**src/rtl/mac_kbd_protocol_pkg.sv**
```systemverilog
// Shared constants and state encoding for the Mac Plus keyboard protocol responder.
package mac_kbd_pkg;

    localparam logic [7:0] CMD_INQUIRY = 8'h10;
    localparam logic [7:0] CMD_INSTANT = 8'h14;
    localparam logic [7:0] CMD_MODEL   = 8'h16;
    localparam logic [7:0] CMD_TEST    = 8'h36;

    localparam logic [7:0] RSP_NULL    = 8'h7B;
    localparam logic [7:0] RSP_ACK     = 8'h7D;
    localparam logic [7:0] RSP_KEYPAD  = 8'h79;

    typedef enum logic [1:0] {
        IDLE     = 2'd0,
        INQ_WAIT = 2'd1,
        RESP     = 2'd2
    } kbd_state_e;

endpackage

```
**src/rtl/mac_kbd_protocol_fifo.sv**
```systemverilog
// Key-event FIFO: 9-bit entries {keypad, byte}; drops pushes when full, flush empties it.
module kbd_event_fifo #(
    parameter int DEPTH = 8,
    parameter int WIDTH = 9
) (
    input  logic                     clk,
    input  logic                     _reset,
    input  logic                     push,
    input  logic [WIDTH-1:0]         push_data,
    input  logic                     pop,
    input  logic                     flush,
    output logic [WIDTH-1:0]         head,
    output logic [$clog2(DEPTH):0]   count,
    output logic                     full,
    output logic                     empty
);

    localparam int AW = $clog2(DEPTH);

    logic [WIDTH-1:0] mem_q [DEPTH];
    logic [AW-1:0]    wr_ptr_q;
    logic [AW-1:0]    rd_ptr_q;
    logic [AW:0]      count_q;
    logic             do_push;
    logic             do_pop;

    assign full    = (count_q == (AW+1)'(DEPTH));
    assign empty   = (count_q == '0);
    assign do_push = push && !full;
    assign do_pop  = pop && !empty;
    assign head    = mem_q[rd_ptr_q];
    assign count   = count_q;

    always_ff @(posedge clk or negedge _reset) begin
        if (!_reset) begin
            wr_ptr_q <= '0;
            rd_ptr_q <= '0;
            count_q  <= '0;
        end else if (flush) begin
            wr_ptr_q <= '0;
            rd_ptr_q <= '0;
            count_q  <= '0;
        end else begin
            if (do_push) wr_ptr_q <= wr_ptr_q + AW'(1);
            if (do_pop)  rd_ptr_q <= rd_ptr_q + AW'(1);
            case ({do_push, do_pop})
                2'b10:   count_q <= count_q + (AW+1)'(1);
                2'b01:   count_q <= count_q - (AW+1)'(1);
                default: count_q <= count_q;
            endcase
        end
    end

    // Storage needs no reset: entries are only visible once count covers them.
    always_ff @(posedge clk) begin
        if (do_push && !flush) mem_q[wr_ptr_q] <= push_data;
    end

endmodule

```
**src/rtl/mac_kbd_protocol.sv**
```systemverilog
// Mac Plus keyboard responder: buffers MCU key events and answers Mac command bytes.
// state    | meaning
// IDLE     | waiting for a command byte from the Mac
// INQ_WAIT | Inquiry pending; answer with first key or null on timeout
// RESP     | Instant/Model/Test answer goes out on the next en tick
module mac_kbd_protocol
    import mac_kbd_pkg::*;
#(
    parameter int         FIFO_DEPTH  = 8,
    parameter int         INQ_TIMEOUT = 2000000,
    parameter logic [7:0] MODEL_ID    = 8'h0B
) (
    input  logic                        clk,
    input  logic                        _reset,
    input  logic                        en,
    input  logic                        kbd_strobe,
    input  logic [9:0]                  kbd_data,
    input  logic [7:0]                  data_out,
    input  logic                        strobe_out,
    output logic [7:0]                  data_in,
    output logic                        strobe_in,
    output logic [$clog2(FIFO_DEPTH):0] fifo_level
);

    localparam int             TW     = $clog2(INQ_TIMEOUT);
    localparam logic [TW-1:0]  T_LAST = TW'(INQ_TIMEOUT - 1);

    logic [1:0]  strobe_sync_q;
    logic        strobe_dly_q;
    logic        strobe_edge;
    logic        ev_req_q;
    logic [8:0]  ev_data_q;
    logic        unused_kbd_bit9;

    kbd_state_e  state_q, state_d;
    logic [TW-1:0] timer_q, timer_d;
    logic        prefix_q, prefix_d;
    logic [7:0]  held_q, held_d;
    logic [7:0]  rsp_q, rsp_d;
    logic        rsp_key_q, rsp_key_d;
    logic [7:0]  data_in_q, data_in_d;
    logic        strobe_in_q, strobe_in_d;

    logic        fifo_pop, fifo_flush;
    logic [8:0]  fifo_head;
    logic        fifo_empty;
    logic        unused_fifo_full;
    logic        key_avail;
    logic [7:0]  key_byte;
    logic        take_key;

    assign unused_kbd_bit9 = kbd_data[9];
    assign strobe_edge     = strobe_sync_q[1] ^ strobe_dly_q;

    // Edge detection runs on every clk so no MCU toggle is missed between en ticks.
    always_ff @(posedge clk or negedge _reset) begin
        if (!_reset) begin
            strobe_sync_q <= '0;
            strobe_dly_q  <= 1'b0;
            ev_req_q      <= 1'b0;
            ev_data_q     <= '0;
        end else begin
            strobe_sync_q <= {strobe_sync_q[0], kbd_strobe};
            strobe_dly_q  <= strobe_sync_q[1];
            if (strobe_edge) begin
                ev_req_q  <= 1'b1;
                ev_data_q <= kbd_data[8:0];
            end else if (en) begin
                ev_req_q  <= 1'b0;
            end
        end
    end

    kbd_event_fifo #(
        .DEPTH (FIFO_DEPTH),
        .WIDTH (9)
    ) u_fifo (
        .clk       (clk),
        ._reset    (_reset),
        .push      (en && ev_req_q),
        .push_data (ev_data_q),
        .pop       (en && fifo_pop),
        .flush     (en && fifo_flush),
        .head      (fifo_head),
        .count     (fifo_level),
        .full      (unused_fifo_full),
        .empty     (fifo_empty)
    );

    assign key_avail = prefix_q || !fifo_empty;
    assign key_byte  = prefix_q     ? held_q :
                       fifo_head[8] ? RSP_KEYPAD : fifo_head[7:0];

    always_comb begin
        state_d     = state_q;
        timer_d     = timer_q;
        prefix_d    = prefix_q;
        held_d      = held_q;
        rsp_d       = rsp_q;
        rsp_key_d   = rsp_key_q;
        data_in_d   = data_in_q;
        strobe_in_d = 1'b0;
        fifo_pop    = 1'b0;
        fifo_flush  = 1'b0;
        take_key    = 1'b0;

        case (state_q)
            IDLE: ;
            INQ_WAIT: begin
                if (key_avail) begin
                    take_key = 1'b1;
                    state_d  = IDLE;
                    timer_d  = '0;
                end else if (timer_q == T_LAST) begin
                    data_in_d   = RSP_NULL;
                    strobe_in_d = 1'b1;
                    state_d     = IDLE;
                    timer_d     = '0;
                end else if (timer_q != '1) begin
                    timer_d = timer_q + TW'(1);
                end
            end
            RESP: begin
                if (rsp_key_q && key_avail) begin
                    take_key = 1'b1;
                end else begin
                    data_in_d   = rsp_q;
                    strobe_in_d = 1'b1;
                end
                state_d = IDLE;
                timer_d = '0;
            end
            default: state_d = IDLE;
        endcase

        // A new command always wins over whatever answer was about to go out.
        if (strobe_out) begin
            take_key    = 1'b0;
            strobe_in_d = 1'b0;
            data_in_d   = data_in_q;
            timer_d     = '0;
            state_d     = IDLE;
            case (data_out)
                CMD_INQUIRY: state_d = INQ_WAIT;
                CMD_INSTANT: begin
                    state_d   = RESP;
                    rsp_d     = RSP_NULL;
                    rsp_key_d = 1'b1;
                end
                CMD_MODEL: begin
                    state_d    = RESP;
                    rsp_d      = MODEL_ID;
                    rsp_key_d  = 1'b0;
                    prefix_d   = 1'b0;
                    fifo_flush = 1'b1;
                end
                CMD_TEST: begin
                    state_d   = RESP;
                    rsp_d     = RSP_ACK;
                    rsp_key_d = 1'b0;
                end
                default: ;
            endcase
        end

        if (take_key) begin
            data_in_d   = key_byte;
            strobe_in_d = 1'b1;
            if (prefix_q) begin
                prefix_d = 1'b0;
            end else begin
                fifo_pop = 1'b1;
                if (fifo_head[8]) begin
                    held_d   = fifo_head[7:0];
                    prefix_d = 1'b1;
                end
            end
        end
    end

    always_ff @(posedge clk or negedge _reset) begin
        if (!_reset) begin
            state_q     <= IDLE;
            timer_q     <= '0;
            prefix_q    <= 1'b0;
            held_q      <= '0;
            rsp_q       <= '0;
            rsp_key_q   <= 1'b0;
            data_in_q   <= '0;
            strobe_in_q <= 1'b0;
        end else if (en) begin
            state_q     <= state_d;
            timer_q     <= timer_d;
            prefix_q    <= prefix_d;
            held_q      <= held_d;
            rsp_q       <= rsp_d;
            rsp_key_q   <= rsp_key_d;
            data_in_q   <= data_in_d;
            strobe_in_q <= strobe_in_d;
        end
    end

    assign data_in   = data_in_q;
    assign strobe_in = strobe_in_q;

endmodule
```
**config.mk**
```make
export PLATFORM = sky130hd
export DESIGN_NAME = mac_kbd_protocol
export DESIGN_NICKNAME = d
export VERILOG_FILES = /design/src/rtl/mac_kbd_protocol_pkg.sv /design/src/rtl/mac_kbd_protocol_fifo.sv /design/src/rtl/mac_kbd_protocol.sv
export SDC_FILE = /design/constraint.sdc
export NUM_CORES = 1
export LEC_CHECK = 0
export CAP_MARGIN = 20
export CORE_MARGIN = 8
export CORE_UTILIZATION = 60
export DETAILED_ROUTE_END_ITERATION = 6
export GPL_ROUTABILITY_DRIVEN = 1
export GPL_TIMING_DRIVEN = 0
export PLACE_DENSITY = 0.86
export SYNTH_ARGS = -nofsm -noshare
export SYNTH_HDL_FRONTEND = slang
export SYNTH_HIERARCHICAL = 1
export SYNTH_SLANG_ARGS = --single-unit
export TNS_END_PERCENT = 100
```
**constraint.sdc**
```tcl
create_clock -name clk -period 3.68 [get_ports clk]
set_input_delay 0.736 -clock clk [delete_from_list [all_inputs] [get_ports clk]]
set_output_delay 0.736 -clock clk [all_outputs]
set_load 0.02 [all_outputs]
```
==> flow_summary.ini, run 1 <==
[status]
status = finished clean

[critical_path]
path_class = reg2reg
r2r_slack_ns = 0.19
cp-end-kind = flop
cp.arrival_ns = 3.91
crit_chain = inv_1, ha_1, a21o_1, nand4_4, nor3_2, o41ai_2, a21oi_4, ha_1, a21oi_1, nand2_1, or4b_1, o311ai_1
crit_required_ns = 4.10
cp-start-kind = flop
rr_worst_depth = 12
r2r_end = u_fifo/count[3]
slowest_delay_ns = 0.53
slowest_stage = or4b_1
cpMostUsedCell = ha_1
critPathMaxFanout = 9
reg2reg_from = state_q[0]

[detailed_routing]
highest_layer = met4
first_pass_iters = 5
drt-initial-drc-count = 479
drcViolationCount = 0
met3_wirelength_um = 570
avgRoutedWirePerCell_um = 20.47
drt-met1-wl_um = 5616
viasPerCell = 6.237
wl_um = 13920
num_vias = 4241
ant_nets = 0
wl_met2_um = 7447

[clocking]
cts_tree = done
htreeDepth = 4
clockRootBuffer = clkbuf_8
max-clock-path-buffers = 2
clk_latency_ns = 0.53
cts.sinks = 141
ctsHoldBuffers = 0
cts.reportedPaths.clkPinSlew_ns = 0.07
numCtsBuffers = 17

[pwr]
ir_worst_vdd_uv = 458.7
powerDensity_nw_per_um2 = 569.7
power_w = 0.004328
leakage_nw = 2.900

[sta]
finClkSkew_ns = 0.006701
rsz0062_at_grt = false
max_clock_freq_ghz = 0.2867
timing.final.max_slew_violations = 0
worstMarginPinSlew_ns = 0.9040
final.min_clock_period_ns = 3.488
setup_viol = 0
finalHoldViolCount = 0
finalCritPeriodShare = 0.9479
maxSlewHeadroom = 0.3951

[global_routing]
antenna_found_initial = 0
grt_pass1_wl_um = 22830
grt-ovfl-total = 0
grt_usage = 0.2015
grt_pass1_vias = 4404
grt_max_degree = 70

[cells_and_area]
final_layout_size_suffix_gt1_frac = 0.2130
nFillCells = 711
multi_input_area_um2 = 2385
post-route-util = 0.7133
regArea_um2 = 3889
syn2layout_area_growth_pct = 17.74
diodes = 0
layout.nets = 559

[place]
port_buffers = 34
place_hpwl_um = 8976
place_congestion = 0.8467

[logic_synthesis]
synthCells = 471
synth_warnings = 6
synth.net_count = 503
avgSynthCellArea_um2 = 13.70
syn_area_um2 = 6452

[floorplan]
core_um2 = 10650
design.die.area_um2 = 14330
dieWidth_um = 119.7
io_pins = 36
rows = 38
start_util = 0.6059
die_height_um = 119.7

[run]
maxCapViolCount = 0

[min_path]
min_path_type = in2async
## state kept, by name, indices dropped and copies added, names as in the netlist
name / cells
u_fifo/wr_ptr_q: 3
held_q: 8
u_fifo/count: 4
data_in: 8
strobe_in: 1
rsp_key_q: 1
u_fifo/mem_q: 72
timer_q: 21
rsp_q: 4
u_fifo/rd_ptr_q: 3
ev_data_q: 9
prefix_q: 1
strobe_dly_q: 1
ev_req_q: 1
state_q: 2
strobe_sync_q: 2
## per-stage QoR
step | setup slack, ns | instance area [µm²] | hold WS, ns | std cells | TNS, ns
3_3_place_gp | -0.4666 | 6968 | 0.3344 | 645 | -32.28
5_1_grt | 0.002869 | 7597 | 0.3688 | 680 | 0
2_1_floorplan | 0.5934 | 6452 | 0.3312 | 471 | 0
4_1_cts | 0.1246 | 7584 | 0.3537 | 679 | 0
3_5_place_dp | -0.4444 | 6980 | 0.3395 | 647 | -0.4444
6_report | 0.1917 | 7597 | 0.3270 | 680 | 0
## routing by layer
metal	up-vias	track usage
met1	2174	0.2371
met3	27	0.04791
met2	136	0.3521
met5	-	0
li1	1904	-
met4	0	0.07494
## critical path, delay by kind of cell (launching register included)
family / cells / cell delay, ns
simple gates: 4 / 1.21
compound gates: 5 / 1.10
fa+ha+maj: 2 / 0.59
flops: 1 / 0.39
buf+inv: 1 / 0.10
## where the power goes
group / internal [W] / switching, W
logic: 0.000269 / 0.000306
registers: 0.00186 / 0.000154
clock network: 0.00105 / 0.000689
## placed cells by master (no fill, tap or decap), types with 4 or more instances in the layout
master / instances
edfxtp_1: 72
dfrtp_1: 69
nor2_1: 37
mux2_2: 33
clkdlybuf4s50_1: 33
inv_1: 22
nand2_1: 21
a21oi_1: 18
mux4_2: 18
nand3_1: 17
clkbuf_16: 16
nor3_1: 11
o21ai_0: 11
o22ai_1: 10
ha_1: 8
buf_4: 7
clkbuf_1: 7
inv_6: 7
a21o_1: 6
nand4_1: 6
a22oi_1: 6
nand2b_1: 6
buf_2: 5
mux2i_1: 5
xor2_1: 4
## worst max path at each step
stage,depth (start not counted),end,slack [ns],start
after floorplan,11,u_fifo/count[3],0.59,u_fifo/count[1]
after global placement,1,ev_data_q[7],-0.47,_reset
after detailed placement,11,u_fifo/count[3],-0.44,strobe_out
after CTS,12,u_fifo/count[3],0.12,u_fifo/count[0]
after global routing,12,u_fifo/count[3],0.003,state_q[1]
final,12,u_fifo/count[3],0.19,state_q[0]
## final cells by class
class                      count  area share
buffer                        18     0.01416
clock buffer                  18     0.05501
clock inverter                14     0.02372
inverter                      22     0.01087
multi-input combinational    290      0.3139
sequential                   141      0.5119
tap                          140     0.02306
timing repair buffer          37     0.04743
## repair_timing
item,4_1_cts,5_1_grt
gates cloned,0,0
buffers inserted,0,0
resized for setup,1,1
endpoints found under the setup margin,1,1
No activity file was read; power rests on OpenSTA's default activity.
==> run 2: changes to the inputs <==
--- a/config.mk
+++ b/config.mk
@@ -7,11 +7,11 @@
 export LEC_CHECK = 0
 export CAP_MARGIN = 20
 export CORE_MARGIN = 8
-export CORE_UTILIZATION = 60
+export CORE_UTILIZATION = 50
 export DETAILED_ROUTE_END_ITERATION = 6
 export GPL_ROUTABILITY_DRIVEN = 1
 export GPL_TIMING_DRIVEN = 0
-export PLACE_DENSITY = 0.86
+export PLACE_DENSITY = 0.75
 export SYNTH_ARGS = -nofsm -noshare
 export SYNTH_HDL_FRONTEND = slang
 export SYNTH_HIERARCHICAL = 1
==> constraint.sdc (replaced) <==
create_clock -name clk -period 4.06 [get_ports clk]
set_input_delay 0.812 -clock clk [delete_from_list [all_inputs] [get_ports clk]]
set_output_delay 0.812 -clock clk [all_outputs]
set_load 0.02 [all_outputs]
==> flow_summary.ini, run 2 (synthesis results as in run 1) <==
[cells_and_area]
final_cell_mix = 72 x edfxtp_1, 69 x dfrtp_1, 37 x nor2_1, 33 x mux2_2, 33 x clkdlybuf4s50_1
diodes = 0
finalNonFillerCells = 711
largest_register_ff_count = 72
syn2layout_area_growth_pct = 18.56
nFillCells = 964
layout_commonest_cell = edfxtp_1
layout.nets = 558
post-route-util = 0.6062
top_register = u_fifo/mem_q
final_layout_size_suffix_gt1_frac = 0.2115
largestRegisters = u_fifo/mem_q x72, timer_q x21, ev_data_q x9

[sta]
final.min_clock_period_ns = 3.617
max_clock_freq_ghz = 0.2765
rsz0062_at_grt = false
maxSlewHeadroom = 0.2816
finalHoldViolCount = 0
worstMarginPinSlew_ns = 1.074
timing.final.max_slew_violations = 0
finalCritPeriodShare = 0.8908
tns_ns = 0
setup_viol = 0
finClkSkew_ns = 0.01437

[critical_path]
crit_chain = clkdlybuf4s50_1, inv_1, nand4_4, nor3_2, o41ai_2, a21oi_4, ha_1, a21oi_1, nand2_1, or4b_1, o311ai_1
cpLargestDelayFamily = simple AND/OR/NAND/NOR gates
cp-start-kind = input pin
critPathMaxFanout = 9
slowest_stage = or4b_1
critPathBufInv = 2
cp-end-kind = flop
slowest_delay_ns = 0.54
path_class = in2reg
cp.arrival_ns = 3.94
crit_start = strobe_out
reg2reg_from = state_q[0]
crit_required_ns = 4.39

[place]
port_buffers = 34
place_congestion = 0.8328
place_hpwl_um = 8868
placed_cells = 679

[detailed_routing]
first_pass_iters = 5
num_vias = 4201
viasPerCell = 5.909
drcViolationCount = 0
avgRoutedWirePerCell_um = 18.98
drt-initial-drc-count = 347
ant_nets = 0
wl_um = 13490

[clocking]
cts_setup_buffers = 0
numCtsBuffers = 17
cts.reportedPaths.clkPinSlew_ns = 0.06
clk_latency_ns = 0.43
cts.sinks = 141
clockRootBuffer = clkbuf_16
max-clock-path-buffers = 2
ctsHoldBuffers = 0
cts_tree = done
htreeDepth = 4

[floorplan]
design.die.area_um2 = 16800
io_pins = 36
die_height_um = 129.6
rows = 41
dieWidth_um = 129.6
core_um2 = 12620
start_util = 0.5113

[global_routing]
antenna_found_initial = 0
grt-ovfl-total = 0
grt_max_degree = 70
grt_usage = 0.1741
grt_pass1_vias = 4315
grt_pass1_wl_um = 21750

[min_path]
hold_path_startpoint = strobe_sync_q[0]
min_path_type = reg2reg

[pwr]
leakage_nw = 2.909
ir_worst_vdd_uv = 448.9
powerDensity_nw_per_um2 = 514.9

[run]
maxCapViolCount = 0

[status]
status = finished clean
[run 2: cell type report]
class	instances	area, µm²	area share
timing repair buffer	36	352.8	0.04612
clock inverter	14	180.2	0.02355
clock buffer	18	439.2	0.05741
multi-input combinational	290	2384	0.3116
tap	172	215.2	0.02813
sequential	141	3889	0.5083
inverter	22	82.58	0.01079
buffer	18	107.6	0.01407
[run 2: metrics by stage]
step	cell area [µm²]	setup WS, ns	power [W]	hold WS, ns
finish	7650	0.4433	0.003939	0.3532
global route	7650	0.2930	0.004097	0.3705
CTS	7645	0.1905	0.003977	0.3498
detailed placement	7025	-0.2459	0.002356	0.3365
global placement	7008	-0.2485	0.002319	0.3358
floorplan	6452	0.9278	0.002127	0.3312
[run 2: path summary, 6_finish.rpt]
path | slack, ns | cells past startpoint | to
hold reg to reg | 0.35 | 0 | strobe_sync_q[1]
setup / recovery | 0.44 | 11 | u_fifo/count[3]
setup reg to reg | 0.58 | 12 | u_fifo/count[3]
max in group asynchronous | 2.95 | 1 | state_q[0]
hold / removal | 0.35 | 0 | strobe_sync_q[1]
min in group asynchronous | 0.52 | 1 | data_in[5]
[run 2: what timing repair did]
| item | 4_1_cts | 5_1_grt |
|---|---|---|
| endpoints found under the hold margin | 0 | 0 |
| endpoints found under the setup margin | 0 | 1 |
| resized for setup | 0 | 1 |
[run 2: worst register-to-register path, delay by kind of cell (launching register included)]
kind / cells / cell delay, ns
buffers and inverters: 1 / 0.10
AO/OA/AOI/OAI: 5 / 1.10
adder cells (fa/ha/maj): 2 / 0.57
flip-flops: 1 / 0.38
AND/OR/NAND/NOR: 4 / 1.24
[run 2: report_power, final]
part           total, W  internal, W  switching, W  leakage, nW
Combinational  0.000513     0.000241      0.000272         1.07
Clock           0.00161     0.000993      0.000616        0.300
Sequential      0.00182      0.00169      0.000128         1.54
Total           0.00394      0.00292       0.00102         2.91
[run 2: metal layers]
layer,routed length (µm),GRT usage,share of wire,up-vias
li1,-,-,-,1903
met1,5526,0.1962,0.41,2114
met2,7021,0.2977,0.52,163
met3,691,0.04519,0.051,21
met4,254,0.09426,0.019,0
met5,0,0,0,-
